`config.mk`:
```
export PLATFORM = sky130hd
export DESIGN_NAME = serial_arx_p
export DESIGN_NICKNAME = d
export VERILOG_FILES = /design/src/rtl/serial_pkg.sv /design/src/rtl/serial_rx_filter.sv /design/src/rtl/serial_arx_p.sv
export SDC_FILE = /design/constraint.sdc
export NUM_CORES = 1
export LEC_CHECK = 0
export ABC_AREA = 1
export CORE_ASPECT_RATIO = 1.25
export CORE_MARGIN = 8
export CORE_UTILIZATION = 30
export DETAILED_ROUTE_END_ITERATION = 10
export HOLD_SLACK_MARGIN = 0.06
export PLACE_DENSITY = 0.51
export SYNTH_ARGS = -nofsm -noshare
export SYNTH_HDL_FRONTEND = slang
export SYNTH_SLANG_ARGS = --single-unit
```
`constraint.sdc`:
```
create_clock -name clk -period 1.6 [get_ports clk]
set_input_delay 0.48 -clock clk [delete_from_list [all_inputs] [get_ports clk]]
set_output_delay 0.48 -clock clk [all_outputs]
set_load 0.005 [all_outputs]
```
`src/rtl/serial_pkg.sv`:
```
// Shared definitions for the serial RX/TX family: FSM state encoding,
// parity sense constants and a constant-safe ceil(log2) helper.
package serial_pkg;

  typedef enum logic [2:0] {
    ST_IDLE     = 3'd0,
    ST_START    = 3'd1,
    ST_DATA     = 3'd2,
    ST_PARITY   = 3'd3,
    ST_STOP     = 3'd4,
    ST_BRK_WAIT = 3'd5
  } rx_state_e;

  localparam logic PAR_EVEN = 1'b0;
  localparam logic PAR_ODD  = 1'b1;

  function automatic int clog2(input int n);
    int r;
    for (r = 0; (1 << r) < n; r++) begin
    end
    return r;
  endfunction

endpackage

```
`src/rtl/serial_rx_filter.sv`:
```
// RX line front end: two-flop synchroniser followed by a 2-bit saturating
// hysteresis counter, all advancing on baud_tick. Delay is fixed in both directions.
module serial_rx_filter (
  input  logic clk,
  input  logic rst_n,
  input  logic rxd,
  input  logic baud_tick,
  output logic rxf
);

  logic       sync1_q, sync2_q;
  logic [1:0] cnt_q, cnt_d;
  logic       rxf_q, rxf_d;

  always_comb begin
    cnt_d = cnt_q;
    if (sync2_q && (cnt_q != 2'b11)) begin
      cnt_d = cnt_q + 2'd1;
    end else if (!sync2_q && (cnt_q != 2'b00)) begin
      cnt_d = cnt_q - 2'd1;
    end
    rxf_d = rxf_q;
    if (cnt_d == 2'b00) begin
      rxf_d = 1'b0;
    end else if (cnt_d == 2'b11) begin
      rxf_d = 1'b1;
    end
  end

  always_ff @(posedge clk or negedge rst_n) begin
    if (!rst_n) begin
      sync1_q <= 1'b1;
      sync2_q <= 1'b1;
      cnt_q   <= 2'b11;
      rxf_q   <= 1'b1;
    end else if (baud_tick) begin
      sync1_q <= rxd;
      sync2_q <= sync1_q;
      cnt_q   <= cnt_d;
      rxf_q   <= rxf_d;
    end
  end

  assign rxf = rxf_q;

endmodule

```
`src/rtl/serial_arx_p.sv`:
```
// Parametrised async serial receiver with parity, framing/break detection
// and an inter-character gap timer that marks end of packet.
//   state    | meaning
//   IDLE     | line high, waiting for start edge; gap timer runs
//   START    | qualifying start bit at its midpoint (false-start reject)
//   DATA     | sampling DATA_BITS data bits, LSB first
//   PARITY   | sampling the parity bit
//   STOP     | sampling stop bit, issuing result pulses
//   BRK_WAIT | break seen, holding until the line returns high
module serial_arx_p
  import serial_pkg::*;
#(
  parameter int OVERSAMPLE = 8,
  parameter int DATA_BITS  = 8,
  parameter int PARITY_EN  = 0,
  parameter int PARITY_ODD = 0,
  parameter int GAP_TICKS  = 16
) (
  input  logic                 clk,
  input  logic                 rst_n,
  input  logic                 rxd,
  input  logic                 baud_tick,
  output logic [DATA_BITS-1:0] rx_data,
  output logic                 rx_valid,
  output logic                 parity_err,
  output logic                 frame_err,
  output logic                 break_det,
  output logic                 rx_idle,
  output logic                 rx_eop
);

  localparam int TW = clog2(OVERSAMPLE);
  localparam int BW = clog2(DATA_BITS + 1);
  localparam int GW = clog2(GAP_TICKS + 1);
  localparam logic [TW-1:0] TC_HALF = TW'(OVERSAMPLE / 2 - 1);
  localparam logic [TW-1:0] TC_LAST = TW'(OVERSAMPLE - 1);
  localparam logic [BW-1:0] BI_LAST = BW'(DATA_BITS - 1);
  localparam logic [GW-1:0] GAP_MAX = GW'(GAP_TICKS);
  localparam logic [GW-1:0] GAP_PRE = GW'(GAP_TICKS - 1);
  localparam logic PAR_SENSE = (PARITY_ODD != 0) ? PAR_ODD : PAR_EVEN;

  logic rxf;
  rx_state_e state_q, state_d;
  logic [TW-1:0] tc_q, tc_d;
  logic [BW-1:0] bi_q, bi_d;
  logic [DATA_BITS-1:0] sh_q, sh_d, data_q, data_d;
  logic par_q, par_d;
  logic valid_q, valid_d, perr_q, perr_d, ferr_q, ferr_d, brk_q, brk_d;
  logic [GW-1:0] gap_q, gap_d;
  logic idle_q, eop_q, eop_d;
  logic brk_cond;

  serial_rx_filter u_filter (
    .clk       (clk),
    .rst_n     (rst_n),
    .rxd       (rxd),
    .baud_tick (baud_tick),
    .rxf       (rxf)
  );

  assign brk_cond = (sh_q == '0) && ((PARITY_EN == 0) || !par_q);

  always_comb begin
    state_d = state_q;
    tc_d    = tc_q;
    bi_d    = bi_q;
    sh_d    = sh_q;
    par_d   = par_q;
    data_d  = data_q;
    valid_d = 1'b0;
    perr_d  = 1'b0;
    ferr_d  = 1'b0;
    brk_d   = 1'b0;
    if (baud_tick) begin
      case (state_q)
        ST_IDLE: begin
          if (!rxf) begin
            state_d = ST_START;
            tc_d    = '0;
          end
        end
        ST_START: begin
          if (tc_q == TC_HALF) begin
            if (rxf) begin
              state_d = ST_IDLE;
            end else begin
              state_d = ST_DATA;
              tc_d    = '0;
              bi_d    = '0;
            end
          end else begin
            tc_d = tc_q + TW'(1);
          end
        end
        ST_DATA: begin
          if (tc_q == TC_LAST) begin
            sh_d = {rxf, sh_q[DATA_BITS-1:1]};
            tc_d = '0;
            bi_d = bi_q + BW'(1);
            if (bi_q == BI_LAST) begin
              state_d = (PARITY_EN != 0) ? ST_PARITY : ST_STOP;
            end
          end else begin
            tc_d = tc_q + TW'(1);
          end
        end
        ST_PARITY: begin
          if (tc_q == TC_LAST) begin
            par_d   = rxf;
            tc_d    = '0;
            state_d = ST_STOP;
          end else begin
            tc_d = tc_q + TW'(1);
          end
        end
        ST_STOP: begin
          if (tc_q == TC_LAST) begin
            tc_d   = '0;
            data_d = sh_q;
            if (rxf) begin
              valid_d = 1'b1;
              perr_d  = (PARITY_EN != 0) && ((^sh_q) ^ par_q ^ PAR_SENSE);
              state_d = ST_IDLE;
            end else begin
              ferr_d = 1'b1;
              brk_d  = brk_cond;
              // A break holds off re-arming until the line is released.
              state_d = brk_cond ? ST_BRK_WAIT : ST_IDLE;
            end
          end else begin
            tc_d = tc_q + TW'(1);
          end
        end
        ST_BRK_WAIT: begin
          if (rxf) begin
            state_d = ST_IDLE;
          end
        end
        default: state_d = ST_IDLE;
      endcase
    end
  end

  always_comb begin
    gap_d = gap_q;
    if (state_q != ST_IDLE) begin
      gap_d = '0;
    end else if (baud_tick && (gap_q != GAP_MAX)) begin
      gap_d = gap_q + GW'(1);
    end
    eop_d = (gap_q == GAP_PRE) && (gap_d == GAP_MAX);
  end

  always_ff @(posedge clk or negedge rst_n) begin
    if (!rst_n) begin
      state_q <= ST_IDLE;
      tc_q    <= '0;
      bi_q    <= '0;
      sh_q    <= '0;
      par_q   <= 1'b0;
      data_q  <= '0;
      valid_q <= 1'b0;
      perr_q  <= 1'b0;
      ferr_q  <= 1'b0;
      brk_q   <= 1'b0;
      gap_q   <= GAP_MAX;
      idle_q  <= 1'b1;
      eop_q   <= 1'b0;
    end else begin
      state_q <= state_d;
      tc_q    <= tc_d;
      bi_q    <= bi_d;
      sh_q    <= sh_d;
      par_q   <= par_d;
      data_q  <= data_d;
      valid_q <= valid_d;
      perr_q  <= perr_d;
      ferr_q  <= ferr_d;
      brk_q   <= brk_d;
      gap_q   <= gap_d;
      idle_q  <= (gap_d == GAP_MAX);
      eop_q   <= eop_d;
    end
  end

  assign rx_data    = data_q;
  assign rx_valid   = valid_q;
  assign parity_err = perr_q;
  assign frame_err  = ferr_q;
  assign break_det  = brk_q;
  assign rx_idle    = idle_q;
  assign rx_eop     = eop_q;

endmodule
```
==> flow_metrics.env <==
export IMPL_status="complete, but fails checks"
export IMPL_violations="setup timing"
export IMPL_cts_sinks=41
export IMPL_muxShareOfSynthArea_pct=1.40
export IMPL_grt_pass1_wl_um=7330
export IMPL_leakagePower_nw=1.46
export IMPL_area_delta_synth_final_pct=30.6
export IMPL_cap_violations=0
export IMPL_worst_r2r_path_depth=8
export IMPL_powerDensity_mw_per_mm2=1360
export IMPL_end_kind="flop"
export IMPL_synth_seq_cells=41
export IMPL_synth_xor_area_share_pct=0.817
export IMPL_holdCritPathClass="input port to asynchronous set/reset pin"
export IMPL_crit_required_ns=1.82
export IMPL_drt_iter0_drc=48
export IMPL_grt_pass1_vias=1603
export IMPL_ant_nets=0
export IMPL_r2r_slack_ns=-0.14
export IMPL_fin_nets=307
export IMPL_met2_usage_pct=14.7
export IMPL_p_clk_share_pct=21.8
export IMPL_path_buf_inv=1
export IMPL_cts_tree="yes"
export IMPL_worstReg2RegEnd="u_filter.rxf"
export IMPL_internal_power_mw=2.44
export IMPL_crit_chain="inv_2, ha_4, mux2i_1, xor2_1, ha_1, nor2_2, nor2_1, a21oi_1"
export IMPL_worstSetupPathType="flop to flop"
export IMPL_start_util_pct=30.9
export IMPL_syn_inst=245
export IMPL_die_x_um=91.6
export IMPL_crit_path_start_kind="flop"
export IMPL_vias_per_cell=4.30
export IMPL_yosys_warnings=0
export IMPL_grtUsageMet1_pct=10.4
export IMPL_grt_setup_unrepaired="yes"
export IMPL_hpwlAfterDp_um=3060
export IMPL_routedWlPerCell_um=11.0
export IMPL_wirelength_um=4230
export IMPL_rows=34
export IMPL_synth_top_family_by_area="simple AND/OR/NAND/NOR gates"
export IMPL_numCtsBuffers=5
export IMPL_clock_fmax_mhz=575
export IMPL_fillers=697
export IMPL_vdd_drop_max_mv=0.399
export IMPL_cp_max_fo=3
export IMPL_fin_crit_sh_pct=109
export IMPL_r2r_start="u_filter.cnt_q[0]"
export IMPL_setup_ws_ns=-0.139
export IMPL_clkTransAtPathRegs_ns=0.08
export IMPL_max_stage_delay_ns=0.56
export IMPL_clkLatencyLatePin_ns=0.29
export IMPL_grt_met3_usage_pct=1.83
export IMPL_antenna_cells=0
export IMPL_dp_cells=365
export IMPL_crit_slowest_cell="dfstp_2"
export IMPL_synth_nets=259
export IMPL_skew_ns=0.00376
export IMPL_drive_gt1_share_pct=29.6
export IMPL_grt_antenna_before_repair=0
export IMPL_pin_count=18
export IMPL_fin_cells=384
export IMPL_netSwitchingFraction_pct=36.2
export IMPL_grt_max_degree=20
export IMPL_fin_setup_tns_ns=-0.139
export IMPL_busiest_layer="met2"
export IMPL_synth_seq_area_share_pct=48.2
export IMPL_core_area_mm2=0.00693
export IMPL_ctsHoldBuffers=0
export IMPL_synthSimpleGateAreaFrac_pct=24.9
export IMPL_pre_cts_slack_ns=-0.171
export IMPL_cp_data_arrival_time_ns=1.96
export IMPL_io_buffers=16
export IMPL_overflow=0
export IMPL_netlist_area_mm2=0.00214
export IMPL_gp_congestion=0.807
export IMPL_cts_buffer_depth=2
export IMPL_p_seq_share_pct=38.7
export IMPL_setup_violations=1
export IMPL_num_vias=1653
export IMPL_postSynthAreaPerCell_um2=8.75
export IMPL_ys_types=29
export IMPL_synthAdderAreaFrac_pct=5.83
export IMPL_clock_root_buffer="clkbuf_8"
export IMPL_die_height_um=111
export IMPL_htreeDepth=2
export IMPL_p_total_mw=3.82
export IMPL_drc=0
export IMPL_dieArea_mm2=0.0101
export IMPL_maxSlewViolCount=0
export IMPL_min_period_ns=1.74
export IMPL_dr_pass1_iters=4
export IMPL_cp_top_family="flip-flops"
export IMPL_power_frac_comb_pct=39.5
export IMPL_switchingPower_mw=1.38
export IMPL_hold_ws_ns=0.101
export IMPL_gr_usage_all_layers_pct=8.76
export IMPL_synth_compound_area_share_pct=9.98
export IMPL_finalHoldViolCount=0
## cells by family (layout without fill, tap and decap cells)
| group | after synthesis | count (layout) |
|---|---|---|
| AO/OA/AOI/OAI | 33 | 33 |
| XOR/XNOR | 2 | 2 |
| adder cells (fa/ha/maj) | 10 | 10 |
| buffers and inverters | 39 | 88 |
| flip-flops | 41 | 41 |
| multiplexers | 3 | 3 |
| other | 1 | 1 |
| AND/OR/NAND/NOR | 116 | 116 |
## cells in the mapped netlist
library cell,count,area (um^2)
a21oi_1,3,15.0
buf_4,1,7.51
buf_6,3,33.8
clkbuf_8,1,13.8
conb_1,1,3.75
dfrtp_1,34,851
dfstp_2,7,184
ha_1,10,125
inv_1,31,116
inv_2,2,7.51
inv_4,1,6.26
mux2i_1,3,30.0
nand2_1,67,251
nand2_2,2,12.5
nand3_1,18,90.1
nand3_4,1,17.5
nand4_1,2,12.5
nor2_1,17,63.8
nor2_2,1,6.26
nor2_4,2,22.5
nor3_1,2,10.0
nor3_2,1,10.0
nor3b_1,1,7.51
nor4_4,1,21.3
o21ai_0,19,95.1
o21ai_2,10,87.6
o21ai_4,1,16.3
or2_4,1,8.76
xor2_1,2,17.5
## cell type report
class	count	area, um^2	area share (%)
timing repair buffer	46	429	15.3
clock inverter	2	38.8	1.38
tap	90	113	4.02
inverter	34	130	4.64
multi-input combinational	165	983	35.1
clock buffer	6	72.6	2.59
sequential	41	1030	36.9
## power groups by stage
| stage | clock, mW | sequential, mW | combinational (mW) |
|---|---|---|---|
| after detailed placement | 0 | 1.50 | 1.36 |
| after CTS | 0.877 | 1.48 | 1.39 |
| after floorplan | 0 | 1.43 | 0.974 |
| after global placement | 0 | 1.51 | 1.35 |
| after global routing | 0.918 | 1.51 | 1.72 |
| final | 0.832 | 1.48 | 1.51 |
## worst max path at each step
stage / slack [ns] / startpoint / to / cells after the start
floorplan: -0.009 / u_filter.cnt_q[0] / u_filter.rxf / 8
global placement: -0.20 / baud_tick / rx_idle / 8
detailed placement: -0.17 / baud_tick / rx_idle / 8
CTS: -0.17 / u_filter.cnt_q[0] / u_filter.rxf / 8
global route: -0.24 / u_filter.cnt_q[0] / u_filter.rxf / 8
finish: -0.14 / u_filter.cnt_q[0] / u_filter.rxf / 8
## metal layers
metal	vias to the layer above	routed length, um
met5	-	0
met4	0	79
li1	872	-
met2	17	2100
met1	757	1950
met3	7	92
## what timing repair did
action | in CTS | in global routing
hold endpoints to repair | 0 | 0
pin swaps | 0 | 9
cloned | 0 | 0
buffers inserted | 4 | 7
resized for setup | 14 | 19
setup endpoints to repair | 16 | 28
## stage by stage
step | cell area (um^2) | utilization, %
6_report | 2800 | 40.4
3_5_place_dp | 2570 | 37.1
5_1_grt | 2800 | 40.4
2_1_floorplan | 2160 | -
3_3_place_gp | 2570 | 37.1
4_1_cts | 2710 | 39.0
## state kept, by name (all words and copies together), names as in the netlist
name              flops
rx_idle               1
tc_q                  3
rx_valid              1
u_filter.sync2_q      1
gap_q                 5
break_det             1
state_q               3
u_filter.cnt_q        2
rx_eop                1
frame_err             1
sh_q                  8
u_filter.sync1_q      1
bi_q                  4
rx_data               8
u_filter.rxf          1
## placed cells by master (no fill, tap or decap), drive strengths merged, types with 2 or more instances in the layout
cell type and instances:
mux2i 3, xor2 2, dfstp 7, nand3 19, nor2 20, a21oi 3
ha 10, inv 34, dlygate4sd2 13, nand2 69, buf 31, nor3 3
clkbuf 6, o21ai 30, dfrtp 34, nand4 2
(Power assumes the default switching activity.)
